`src/rtl/reg_scoreboard_if.sv`:
```
// Slot, writeback and status bundle between the decode stage and reg_scoreboard.
// Slot k matches register-file port set k; writeback signals mirror RegWr_k/Rw_k.
interface reg_scoreboard_if;
  logic       iv1, iv2, iv3;
  logic [4:0] rs1, rs2, rs3, rt1, rt2, rt3;
  logic       rsv1, rsv2, rsv3, rtv1, rtv2, rtv3;
  logic [4:0] rd1, rd2, rd3;
  logic       rdv1, rdv2, rdv3;
  logic       wb_en1, wb_en2, wb_en3;
  logic [4:0] wb_rd1, wb_rd2, wb_rd3;
  logic        grant1, grant2, grant3;
  logic [31:0] busy_vec;
  logic [5:0]  busy_cnt;
  logic        wb_err;

  modport master (
    output iv1, iv2, iv3, rs1, rs2, rs3, rt1, rt2, rt3,
           rsv1, rsv2, rsv3, rtv1, rtv2, rtv3, rd1, rd2, rd3, rdv1, rdv2, rdv3,
           wb_en1, wb_en2, wb_en3, wb_rd1, wb_rd2, wb_rd3,
    input  grant1, grant2, grant3, busy_vec, busy_cnt, wb_err
  );

  modport slave (
    input  iv1, iv2, iv3, rs1, rs2, rs3, rt1, rt2, rt3,
           rsv1, rsv2, rsv3, rtv1, rtv2, rtv3, rd1, rd2, rd3, rdv1, rdv2, rdv3,
           wb_en1, wb_en2, wb_en3, wb_rd1, wb_rd2, wb_rd3,
    output grant1, grant2, grant3, busy_vec, busy_cnt, wb_err
  );
endinterface

```
`src/rtl/reg_scoreboard.sv`:
```
// Register-busy scoreboard for the 3-wide issue group: grants an in-order hazard-free prefix.
// Define SB_WB_BYPASS_EN to treat same-cycle writeback targets as free (downstream forwards busW).
module reg_scoreboard #(
  parameter int NREG = 32
) (
  input  logic            clk,
  input  logic            rst_n,
  input  logic            flush,
  reg_scoreboard_if.slave sb
);
  localparam int IDXW = $clog2(NREG);

  logic [2:0]            iv, rsv, rtv, rdv, wbEn, grant;
  logic [2:0][IDXW-1:0]  rs, rt, rd, wbRd;
  logic [NREG-1:0]       wbVec, freeVec, setVec, busyNext;
  logic                  chain, ok, wbErrNow;
  logic [NREG-1:0]       busyVec_p1;
  logic [5:0]            busyCnt_p1;
  logic                  wbErr_p1;

  function automatic logic [5:0] popCount(input logic [NREG-1:0] v);
    logic [5:0] c;
    c = '0;
    for (int i = 0; i < NREG; i++) c = c + 6'(v[i]);
    return c;
  endfunction

  assign iv   = {sb.iv3, sb.iv2, sb.iv1};
  assign rsv  = {sb.rsv3, sb.rsv2, sb.rsv1};
  assign rtv  = {sb.rtv3, sb.rtv2, sb.rtv1};
  assign rdv  = {sb.rdv3, sb.rdv2, sb.rdv1};
  assign wbEn = {sb.wb_en3, sb.wb_en2, sb.wb_en1};
  assign rs   = {sb.rs3, sb.rs2, sb.rs1};
  assign rt   = {sb.rt3, sb.rt2, sb.rt1};
  assign rd   = {sb.rd3, sb.rd2, sb.rd1};
  assign wbRd = {sb.wb_rd3, sb.wb_rd2, sb.wb_rd1};

  always_comb begin
    wbVec = '0;
    for (int k = 0; k < 3; k++)
      if (wbEn[k]) wbVec[wbRd[k]] = 1'b1;
    wbVec[0] = 1'b0;
  end

`ifdef SB_WB_BYPASS_EN
  assign freeVec = ~busyVec_p1 | wbVec;
`else
  assign freeVec = ~busyVec_p1;
`endif

  // setVec doubles as the set of destinations claimed by earlier slots in the group.
  always_comb begin
    grant  = '0;
    setVec = '0;
    ok     = 1'b0;
    chain  = !flush;
    for (int k = 0; k < 3; k++) begin
      ok = chain & iv[k];
      if (rsv[k] && rs[k] != '0) ok = ok & freeVec[rs[k]] & ~setVec[rs[k]];
      if (rtv[k] && rt[k] != '0) ok = ok & freeVec[rt[k]] & ~setVec[rt[k]];
      if (rdv[k] && rd[k] != '0) ok = ok & freeVec[rd[k]] & ~setVec[rd[k]];
      grant[k] = ok;
      chain    = ok;
      if (ok && rdv[k] && rd[k] != '0) setVec[rd[k]] = 1'b1;
    end
  end

  always_comb begin
    busyNext    = flush ? '0 : ((busyVec_p1 & ~wbVec) | setVec);
    busyNext[0] = 1'b0;
    wbErrNow    = 1'b0;
    if (!flush)
      for (int k = 0; k < 3; k++)
        if (wbEn[k] && (wbRd[k] == '0 || !busyVec_p1[wbRd[k]])) wbErrNow = 1'b1;
  end

  // ---- state register stage ----
  always_ff @(posedge clk or negedge rst_n) begin
    if (!rst_n) begin
      busyVec_p1 <= '0;
      busyCnt_p1 <= '0;
      wbErr_p1   <= 1'b0;
    end else begin
      busyVec_p1 <= busyNext;
      busyCnt_p1 <= popCount(busyNext);
      wbErr_p1   <= wbErr_p1 | wbErrNow;
    end
  end

  assign sb.grant1   = grant[0];
  assign sb.grant2   = grant[1];
  assign sb.grant3   = grant[2];
  assign sb.busy_vec = busyVec_p1;
  assign sb.busy_cnt = busyCnt_p1;
  assign sb.wb_err   = wbErr_p1;
endmodule

```
`src/flat_wrapper.sv`:
```
// flat-port wrapper written by rule: the top's interface ports become plain ports
module reg_scoreboard_flat 
#(
  parameter int NREG = 32
)
  (clk, rst_n, flush, sb_iv1, sb_iv2, sb_iv3, sb_rs1, sb_rs2, sb_rs3, sb_rt1, sb_rt2, sb_rt3, sb_rsv1, sb_rsv2, sb_rsv3, sb_rtv1, sb_rtv2, sb_rtv3, sb_rd1, sb_rd2, sb_rd3, sb_rdv1, sb_rdv2, sb_rdv3, sb_wb_en1, sb_wb_en2, sb_wb_en3, sb_wb_rd1, sb_wb_rd2, sb_wb_rd3, sb_grant1, sb_grant2, sb_grant3, sb_busy_vec, sb_busy_cnt, sb_wb_err);
  reg_scoreboard_if sb_i ();
  input  logic clk;
  input  logic rst_n;
  input  logic flush;
  input wire logic [$bits(sb_i.iv1)-1:0] sb_iv1;
  input wire logic [$bits(sb_i.iv2)-1:0] sb_iv2;
  input wire logic [$bits(sb_i.iv3)-1:0] sb_iv3;
  input wire logic [$bits(sb_i.rs1)-1:0] sb_rs1;
  input wire logic [$bits(sb_i.rs2)-1:0] sb_rs2;
  input wire logic [$bits(sb_i.rs3)-1:0] sb_rs3;
  input wire logic [$bits(sb_i.rt1)-1:0] sb_rt1;
  input wire logic [$bits(sb_i.rt2)-1:0] sb_rt2;
  input wire logic [$bits(sb_i.rt3)-1:0] sb_rt3;
  input wire logic [$bits(sb_i.rsv1)-1:0] sb_rsv1;
  input wire logic [$bits(sb_i.rsv2)-1:0] sb_rsv2;
  input wire logic [$bits(sb_i.rsv3)-1:0] sb_rsv3;
  input wire logic [$bits(sb_i.rtv1)-1:0] sb_rtv1;
  input wire logic [$bits(sb_i.rtv2)-1:0] sb_rtv2;
  input wire logic [$bits(sb_i.rtv3)-1:0] sb_rtv3;
  input wire logic [$bits(sb_i.rd1)-1:0] sb_rd1;
  input wire logic [$bits(sb_i.rd2)-1:0] sb_rd2;
  input wire logic [$bits(sb_i.rd3)-1:0] sb_rd3;
  input wire logic [$bits(sb_i.rdv1)-1:0] sb_rdv1;
  input wire logic [$bits(sb_i.rdv2)-1:0] sb_rdv2;
  input wire logic [$bits(sb_i.rdv3)-1:0] sb_rdv3;
  input wire logic [$bits(sb_i.wb_en1)-1:0] sb_wb_en1;
  input wire logic [$bits(sb_i.wb_en2)-1:0] sb_wb_en2;
  input wire logic [$bits(sb_i.wb_en3)-1:0] sb_wb_en3;
  input wire logic [$bits(sb_i.wb_rd1)-1:0] sb_wb_rd1;
  input wire logic [$bits(sb_i.wb_rd2)-1:0] sb_wb_rd2;
  input wire logic [$bits(sb_i.wb_rd3)-1:0] sb_wb_rd3;
  output wire logic [$bits(sb_i.grant1)-1:0] sb_grant1;
  output wire logic [$bits(sb_i.grant2)-1:0] sb_grant2;
  output wire logic [$bits(sb_i.grant3)-1:0] sb_grant3;
  output wire logic [$bits(sb_i.busy_vec)-1:0] sb_busy_vec;
  output wire logic [$bits(sb_i.busy_cnt)-1:0] sb_busy_cnt;
  output wire logic [$bits(sb_i.wb_err)-1:0] sb_wb_err;
  assign sb_i.iv1 = sb_iv1;
  assign sb_i.iv2 = sb_iv2;
  assign sb_i.iv3 = sb_iv3;
  assign sb_i.rs1 = sb_rs1;
  assign sb_i.rs2 = sb_rs2;
  assign sb_i.rs3 = sb_rs3;
  assign sb_i.rt1 = sb_rt1;
  assign sb_i.rt2 = sb_rt2;
  assign sb_i.rt3 = sb_rt3;
  assign sb_i.rsv1 = sb_rsv1;
  assign sb_i.rsv2 = sb_rsv2;
  assign sb_i.rsv3 = sb_rsv3;
  assign sb_i.rtv1 = sb_rtv1;
  assign sb_i.rtv2 = sb_rtv2;
  assign sb_i.rtv3 = sb_rtv3;
  assign sb_i.rd1 = sb_rd1;
  assign sb_i.rd2 = sb_rd2;
  assign sb_i.rd3 = sb_rd3;
  assign sb_i.rdv1 = sb_rdv1;
  assign sb_i.rdv2 = sb_rdv2;
  assign sb_i.rdv3 = sb_rdv3;
  assign sb_i.wb_en1 = sb_wb_en1;
  assign sb_i.wb_en2 = sb_wb_en2;
  assign sb_i.wb_en3 = sb_wb_en3;
  assign sb_i.wb_rd1 = sb_wb_rd1;
  assign sb_i.wb_rd2 = sb_wb_rd2;
  assign sb_i.wb_rd3 = sb_wb_rd3;
  assign sb_grant1 = sb_i.grant1;
  assign sb_grant2 = sb_i.grant2;
  assign sb_grant3 = sb_i.grant3;
  assign sb_busy_vec = sb_i.busy_vec;
  assign sb_busy_cnt = sb_i.busy_cnt;
  assign sb_wb_err = sb_i.wb_err;
  reg_scoreboard #(.NREG(NREG)) u_core (.clk(clk), .rst_n(rst_n), .flush(flush), .sb(sb_i));
endmodule
```
`config.mk`:
```
export PLATFORM = sky130hd
export DESIGN_NAME = reg_scoreboard_flat
export DESIGN_NICKNAME = d
export VERILOG_FILES = /design/src/rtl/reg_scoreboard_if.sv /design/src/rtl/reg_scoreboard.sv /design/src/flat_wrapper.sv
export SDC_FILE = /design/constraint.sdc
export NUM_CORES = 1
export LEC_CHECK = 0
export ABC_AREA = 1
export BUFFER_PORTS_ARGS = -buffer_cell sky130_fd_sc_hd__buf_2
export CAP_MARGIN = 20
export CORE_ASPECT_RATIO = 2
export CORE_MARGIN = 2
export CORE_UTILIZATION = 39
export DETAILED_ROUTE_END_ITERATION = 10
export PLACE_DENSITY = 0.64
export SKIP_CTS_REPAIR_TIMING = 1
export SLEW_MARGIN = 30
export SYNTH_ARGS = -nofsm -noshare
export SYNTH_HDL_FRONTEND = slang
export SYNTH_SLANG_ARGS = --single-unit
```
`constraint.sdc`:
```
create_clock -name clk -period 7.85 [get_ports clk]
set_input_delay 0 -clock clk [delete_from_list [all_inputs] [get_ports clk]]
set_output_delay 0 -clock clk [all_outputs]
set_load 0.03 [all_outputs]
```
==> key figures, run 1 <==
Placement
  • Final RePlAce weighted congestion: 1.20
  • Dpl hpwl: 54700 um
  • Buffers added on ports: 118
  • Placed Area: 12500 um2

CTS
  • H-tree levels: 2
  • Total CTS buffers: 5
  • Clk buf depth: 2
  • Root Driver: clkbuf_16
  • Number of clock sinks: 38

Die
  • Die Wd: 113 um
  • Io pins: 120
  • Starting Density: 39.8%
  • Row count: 79
  • Die H: 222 um

GRT
  • Global-route wire length before repair: 106000 um
  • Vias in the first global route: 16100
  • Largest net degree at the start of global routing: 33
  • Remaining global-route overflow: 2
  • Total track usage: 56.8%

Yosys
  • Synth Warn #: 0
  • Primary FF master, synth: dfrtp_1
  • Post-synth EDFFs: 0
  • Ys async rst share: 100%
  • Distinct cells, synth: 53
  • Synthesis-stage register bit count: 38
  • Synth Area per Inst: 5.56 um2
  • Area of the mapped netlist: 9280 um2
  • Mapped Cells: 1668
  • Share of the yosys chip area belonging to registers: 10.2%
  • Syn_nets: 1778

Run status
  • First Err: [ERROR GRT-0116] Global routing finished with congestion. Check the congestion regions in the DRC Viewer.
  • Outcome: did not finish
  • Failing step: 5_1_grt
stage by stage:
stage / hold slack (ns) / cells / setup slack [ns]
floorplan: -0.296 / 1668 / -0.116
global placement: 0.207 / 2327 / -1.20
detailed placement: -0.0489 / 2328 / -1.23
CTS: -0.362 / 2336 / -1.28
synthesized netlist by cell type (27+ instances only):
library cell    n  area (um2)
clkbuf_1       42         158
nand3_1       128         641
a22oi_1        35         263
nor3_1         36         180
inv_1         197         739
nand2_1       405        1520
o22ai_1        41         257
a21oi_1       148         741
nor2_1        187         702
o221ai_1       31         272
o21ai_0       100         500
nand4_1        63         394
o211ai_1       27         203
dfrtp_1        38         951
per-layer routing:
metal	overflow	global-route usage, %
met3	0	25.0
met2	1	83.4
met1	0	54.7
met4	1	64.2
met5	0	1.01
logic make-up after synthesis:
| kind of cell | share of synthesized area, % |
|---|---|
| fa+ha+maj | 6.17 |
| xor+xnor | 0.283 |
| flops | 10.2 |
| compound gates | 29.1 |
| simple gates | 41.6 |
| buf+inv | 12.5 |
| other cells | 0.0404 |
==> inputs of run 2 (changes only) <==
CORE_ASPECT_RATIO = not set   (was 2)
CORE_UTILIZATION = 24   (was 39)
PLACE_DENSITY = not set   (was 0.64)
PLACE_DENSITY_LB_ADDON = 0.15   (was not set)
clock period = 10.2 ns   (was 7.85 ns; I/O delays follow)
==> run 2 against run 1 <==
  * Synthesized cell count is the same
  * Area after synthesis unchanged
  * The run now ends clean
==> key figures, run 2 <==
CTS
  • Root Driver: clkbuf_16
  • Total CTS buffers: 5 (unchanged)
  • H-tree levels: 2 (unchanged)
  • Clk buf depth: 2 (unchanged)
  • Number of clock sinks: 38 (unchanged)
  • CTS tree: built
  • Clock transition at path regs: 0.07 ns
  • Clk_lat worst skew: 0.30 ns

Critical path
  • Critical R2R Launch: u_core.sb.busy_vec[3]
  • CP Data Required Time: 10.39 ns
  • Largest stage delay on the critical path: 0.59 ns
  • Worst Setup End Kind: flip-flop
  • CP Data Arrival Time: 9.82 ns
  • Kind of critical path: flip-flop to flip-flop
  • CP Launch Type: flip-flop
  • Critical-path maximum fanout: 30
  • Crit-path slowest cell: fa_1
  • Origin of the worst setup path: u_core.sb.busy_vec[3]
  • Most common cell on crit path: nand2_1

Yosys
  • Top cell type's share of synthesized area: 16.4% (unchanged)
  • Mux cell area share after synthesis: 0% (unchanged)
  • Share of the yosys chip area belonging to registers: 10.2% (unchanged)
  • Syn_nets: 1778 (unchanged)
  • Synth Area per Inst: 5.56 um2 (unchanged)
  • Distinct cells, synth: 53 (unchanged)
  • Area of the mapped netlist: 9280 um2 (unchanged)
  • Top post-synthesis cells by count: nand2_1, inv_1, nor2_1
  • Adder-cell area share of the yosys netlist: 6.17% (unchanged)
  • Dominant cell type by area after synthesis: nand2_1
  • Mapped Cells: 1668 (unchanged)
  • Compound-Gate Fraction of Synth Area: 29.1% (unchanged)
  • Post-synthesis simple-gate area fraction: 41.6% (unchanged)
  • Synth Warn #: 0 (unchanged)
  • Primary FF master, synth: dfrtp_1
  • Ys async rst share: 100% (unchanged)
  • Dominant combinational cell family by area after synthesis: simple AND/OR/NAND/NOR gates
  • Largest cells by area after synthesis: nand2_1, dfrtp_1, a21oi_1
  • Synthesis-stage register bit count: 38 (unchanged)
  • Post-synth EDFFs: 0 (unchanged)
  • Dominant cell by count in the synthesized netlist: nand2_1
  • Synth Area in XOR/XNOR: 0.283% (unchanged)

Drt
  • DR pass1 iterations: 6
  • DR WL/cell: 26.9 um
  • Via density: 5.81
  • # DRC: 0
  • Initial DRC Count: 2016
  • Routed Antenna Nets: 0
  • Final wirelength: 62500 um
  • Total number of vias: 13500

Job
  • Max-Cap Viols: 0

GRT
  • Global-route wire length before repair: 89300 um
  • Vias in the first global route: 12800
  • Largest net degree at the start of global routing: 39
  • Remaining global-route overflow: 0
  • Antenna violations before repair: 2
  • Total track usage: 29.9%

Die
  • Die area: 40300 um2
  • Starting Density: 24.2% (-16 points)
  • Row count: 72 (-8.9%)
  • Core area: 38400 um2
  • Die Wd: 201 um (+77%)
  • Io pins: 120 (unchanged)
  • Die H: 201 um (-9.7%)

Cells and area
  • Post-route design area: 11000 um2
  • # fillers: 4543
  • Largest register FFs: 31
  • FF/Latch Area: 952 um2
  • Layout Nets: 1913
  • Layout cell share with drive strength beyond 1: 13.9%
  • Commonest non-fill, non-tap cells in the layout: nand2_1, inv_1, nor2_1, a21oi_1, nand3_1
  • Multi-input combinational cell area: 7180 um2
  • Commonest non-fill, non-tap cell in the layout: nand2_1
  • Area grow syn2layout: 18.4%

Timing
  • Final hold slack: 0.224 ns
  • Final Slew Violations: 0
  • Final Hold Viols: 0
  • Worst slew margin: 30.9%
  • Final setup viols: 0
  • FMAX: 104 MHz
  • Period utilisation layout: 94.4%
  • Worst Tran Pin Value: 1.03 ns
  • Clock skew: 0.00693 ns
  • Min Tclk post-route: 9.63 ns

Placement
  • Final RePlAce weighted congestion: 1.09 (-8.6%)
  • Placed Area: 10800 um2 (-14%)
  • Dpl hpwl: 49600 um (-9.4%)
  • Buffers added on ports: 118 (unchanged)

Run status
  • Outcome: completed

Min path
  • Worst Hold Class: primary input to async pin

Power
  • PD cells: 54.5 nW/um2
  • VDD IR max: 0.0552 mV
  • P_leak: 5.02 nW
[run 2: cell counts after synthesis]
No cell type changed its count.
[run 2: metrics by stage]
stage / TNS (ns) / util [%] / power (W) / std cells / worst slack [ns]
final: 0 / 28.6 / 0.000599 / 2324 / 0.571
after CTS: 0 / 28.6 / 0.000594 / 2321 / 0.326
after detailed placement: 0 / 28.1 / 0.000402 / 2313 / 0.353
after global placement: 0 / 28.1 / 0.000405 / 2313 / 0.314
after global routing: -0.0122 / 28.6 / 0.000627 / 2322 / -0.0122
after floorplan: 0 / - / 0.000305 / 1668 / 1.68
[run 2: final cells by class]
class / instances / area share, %
Inverter: 218 / 7.47
Tap cell: 518 / 5.90
Multi-Input combinational cell: 1342 / 65.4
Antenna cell: 2 / 0.0455
Clock inverter: 3 / 0.410
Clock buffer: 5 / 1.14
Sequential cell: 38 / 8.66
Timing Repair Buffer: 198 / 11.0
[run 2: worst max-delay path: cells and delay by family (launching register included)]
kind | cells | cell delay (ns)
buffers and inverters | 6 | 0.86
and+or+nand+nor | 32 | 3.86
AOI/OAI and AO/OA | 5 | 0.89
DFF | 1 | 0.53
adders and majority gates | 7 | 3.33
[run 2: power by group]
group          internal (W)  total [W]  leakage, nW  switching (W)
Sequential         0.000152   0.000154        0.524     0.00000205
Clock              0.000116   0.000191       0.0760      0.0000749
Combinational     0.0000633   0.000255         4.42       0.000192
Total              0.000331   0.000599         5.02       0.000269
[run 2: per-layer routing]
metal  up-vias  track usage (%)  share of wire, %
met3       182             5.60                11
met4         2             14.1               5.8
met2       922             47.1                44
met1      6334             39.5                40
li1       6051                -                 -
met5         -                0             0.078
[run 2: path summary, 6_finish.rpt]
path	end	slack, ns	cells after the start
setup / recovery	u_core.sb.busy_cnt[5]	0.57	50
hold / removal	u_core.sb.busy_vec[28]	0.22	2
setup reg to reg	u_core.sb.busy_cnt[5]	0.57	50
hold reg to reg	u_core.sb.wb_err	0.46	1
max in group asynchronous	u_core.sb.busy_vec[7]	9.55	2
min in group clk	u_core.sb.busy_vec[14]	0.26	3
[run 2: kinds of logic after synthesis]
group,after synthesis
simple gates,862
compound gates,444
flops,38
xor+xnor,3
buf+inv,288
fa+ha+maj,32
other cells,1
Note: power is estimated with default switching activity, not from simulation.
==> inputs of run 3 (changes only) <==
REMOVE_ABC_BUFFERS = 1   (was not set)
==> run 3 against run 2 <==
  * Highest routed layer is now met4
  * Clock power about the same
  * Critical path depth up 2
  * Power is 0.55% lower
  * Die area unchanged
==> key figures, run 3 (synthesis results as in run 2) <==
Critical path
  • Critical path's top delay family: adder cells
  • Crit-path slowest cell: dfrtp_1
  • CP Launch Type: flip-flop
  • R2R Setup Slk: 0.64 ns (+0.07 ns)
  • CP Data Required Time: 10.39 ns (about the same)
  • Critical-path maximum fanout: 13 (-57%)
  • Kind of critical path: flip-flop to flip-flop
  • CP Data Arrival Time: 9.75 ns (-0.07 ns)
  • Most common cell on crit path: nand2_1
  • Largest stage delay on the critical path: 0.77 ns (+0.18 ns)
  • Critical path buffers and inverters: 7 (+1)
  • Worst Setup End Kind: flip-flop

Die
  • Row count: 72 (unchanged)
  • Core area: 38400 um2 (unchanged)
  • Io pins: 120 (unchanged)
  • Die Wd: 201 um (unchanged)
  • Starting Density: 24.2% (unchanged)
  • Die H: 201 um (unchanged)
  • Die area: 40300 um2 (unchanged)

CTS
  • Clk buf depth: 2 (unchanged)
  • Total CTS buffers: 5 (unchanged)
  • CTS tree: built
  • Number of clock sinks: 38 (unchanged)
  • Root Driver: clkbuf_16
  • Clock transition at path regs: 0.06 ns (about the same)
  • H-tree levels: 2 (unchanged)
  • Clk_lat worst skew: 0.29 ns (about the same)

Min path
  • Worst Hold Class: primary input to async pin

Placement
  • Dpl ws: 0.573 ns (+0.220 ns)
  • Final RePlAce weighted congestion: 1.03 (-5.9%)
  • Placed instance count: 2316 (+0.13%)
  • Buffers added on ports: 118 (unchanged)
  • Dpl hpwl: 48800 um (-1.5%)

Timing
  • Final setup TNS: 0 ns (unchanged)
  • Worst Tran Pin Value: 0.941 ns (-0.0873 ns)
  • Clock skew: 0.00718 ns (+0.000256 ns)
  • Worst slew margin: 36.8% (+5.9 points)
  • RSZ-0062 raised after global routing: false
  • Final Slew Violations: 0 (unchanged)
  • FMAX: 105 MHz (+0.70%)
  • Min Tclk post-route: 9.56 ns (-0.0665 ns)
  • Period utilisation layout: 93.8% (-0.65 points)
  • Final Hold Viols: 0 (unchanged)
  • Final setup viols: 0 (unchanged)
  • Final WS setup: 0.637 ns (+0.0665 ns)

GRT
  • Global-route wire length before repair: 88800 um (-0.57%)
  • Total track usage: 29.8% (-0.17 points)
  • Remaining global-route overflow: 0 (unchanged)
  • Vias in the first global route: 12600 (-1.5%)
  • Antenna violations before repair: 2 (unchanged)
  • Largest net degree at the start of global routing: 39 (unchanged)

Drt
  • DR WL/cell: 26.6 um (-1.0%)
  • Via density: 5.79 (-0.26%)
  • Total number of vias: 13500 (-0.089%)
  • DR pass1 iterations: 6 (unchanged)
  • # DRC: 0 (unchanged)
  • Initial DRC Count: 1468 (-27%)
  • Routed Antenna Nets: 0 (unchanged)
  • Final wirelength: 62000 um (-0.86%)

Cells and area
  • Area grow syn2layout: 19.0%
  • Commonest non-fill, non-tap cell in the layout: nand2_1
  • Fin cells: 2328 (+0.17%)
  • Layout cell share with drive strength beyond 1: 14.2% (+0.24 points)
  • Largest register FFs: 31 (unchanged)
  • Commonest non-fill, non-tap cells in the layout: nand2_1, inv_1, nor2_1, a21oi_1, nand3_1
  • # fillers: 4526 (-0.37%)
  • Layout Nets: 1918 (+0.26%)

Power
  • Sw frac: 44.3% (-0.55 points)
  • PD cells: 54.0 nW/um2 (-1.0%)
  • Seq pwr share: 25.8% (about the same)
  • P_leak: 5.04 nW (+0.48%)
  • Power share of the clock group: 31.5% (-0.3 points)
  • VDD IR max: 0.0476 mV (-14%)
  • Sw Pwr: 0.000264 W (-1.8%)
  • Combinational share of power: 42.7% (+0.2 points)
  • Cell internal pwr: 0.000332 W (+0.43%)

Run status
  • Outcome: completed

Job
  • Max-Cap Viols: 0 (unchanged)
-- run 3: routing by layer --
metal	GRT usage, %	up-vias	wire length (um)
li1	-	6059	-
met1	39.0	6334	24800
met2	47.0	905	27400
met3	5.10	181	6270
met4	15.1	0	3520
met5	0	-	0
-- run 3: final timing paths --
path                                        start                     end  depth (start not counted)
max in group asynchronous                   rst_n  u_core.sb.busy_vec[13]                          2
setup / recovery           u_core.sb.busy_vec[30]   u_core.sb.busy_cnt[5]                         52
setup reg to reg           u_core.sb.busy_vec[30]   u_core.sb.busy_cnt[5]                         52
min in group clk                            flush  u_core.sb.busy_vec[23]                          3
hold / removal                              rst_n  u_core.sb.busy_vec[19]                          2
hold reg to reg                  u_core.sb.wb_err        u_core.sb.wb_err                          1
-- run 3: per-stage QoR --
| stage | util (%) | cell area, um2 | total power, W | hold slack, ns |
|---|---|---|---|---|
| 3_3_place_gp | 28.2 | 10800 | 0.000406 | 0.233 |
| 5_1_grt | 28.8 | 11000 | 0.000625 | 0.269 |
| 3_5_place_dp | 28.2 | 10800 | 0.000402 | 0.0364 |
| 4_1_cts | 28.6 | 11000 | 0.000593 | -0.280 |
| 2_1_floorplan | - | 8940 | 0.000286 | -0.296 |
| 6_report | 28.8 | 11000 | 0.000596 | 0.235 |
-- run 3: area by class of cell --
| cell class | count | area (um2) | share of cell area (%) |
|---|---|---|---|
| Inverter | 218 | 828 | 7.50 |
| Timing Repair Buffer | 203 | 1260 | 11.4 |
| Clock inverter | 3 | 45.0 | 0.408 |
| Multi-Input combinational cell | 1342 | 7180 | 65.0 |
| Sequential cell | 38 | 952 | 8.62 |
| Tap cell | 518 | 648 | 5.87 |
| Antenna cell | 1 | 2.50 | 0.0227 |
| Clock buffer | 5 | 125 | 1.13 |
-- run 3: power by group through the flow --
stage          clock (W)  combinational (W)  sequential (W)
2_1_floorplan          0           0.000129        0.000158
3_3_place_gp           0           0.000249        0.000157
3_5_place_dp           0           0.000246        0.000156
4_1_cts         0.000193           0.000247        0.000154
5_1_grt         0.000199           0.000273        0.000154
6_report        0.000188           0.000254        0.000154
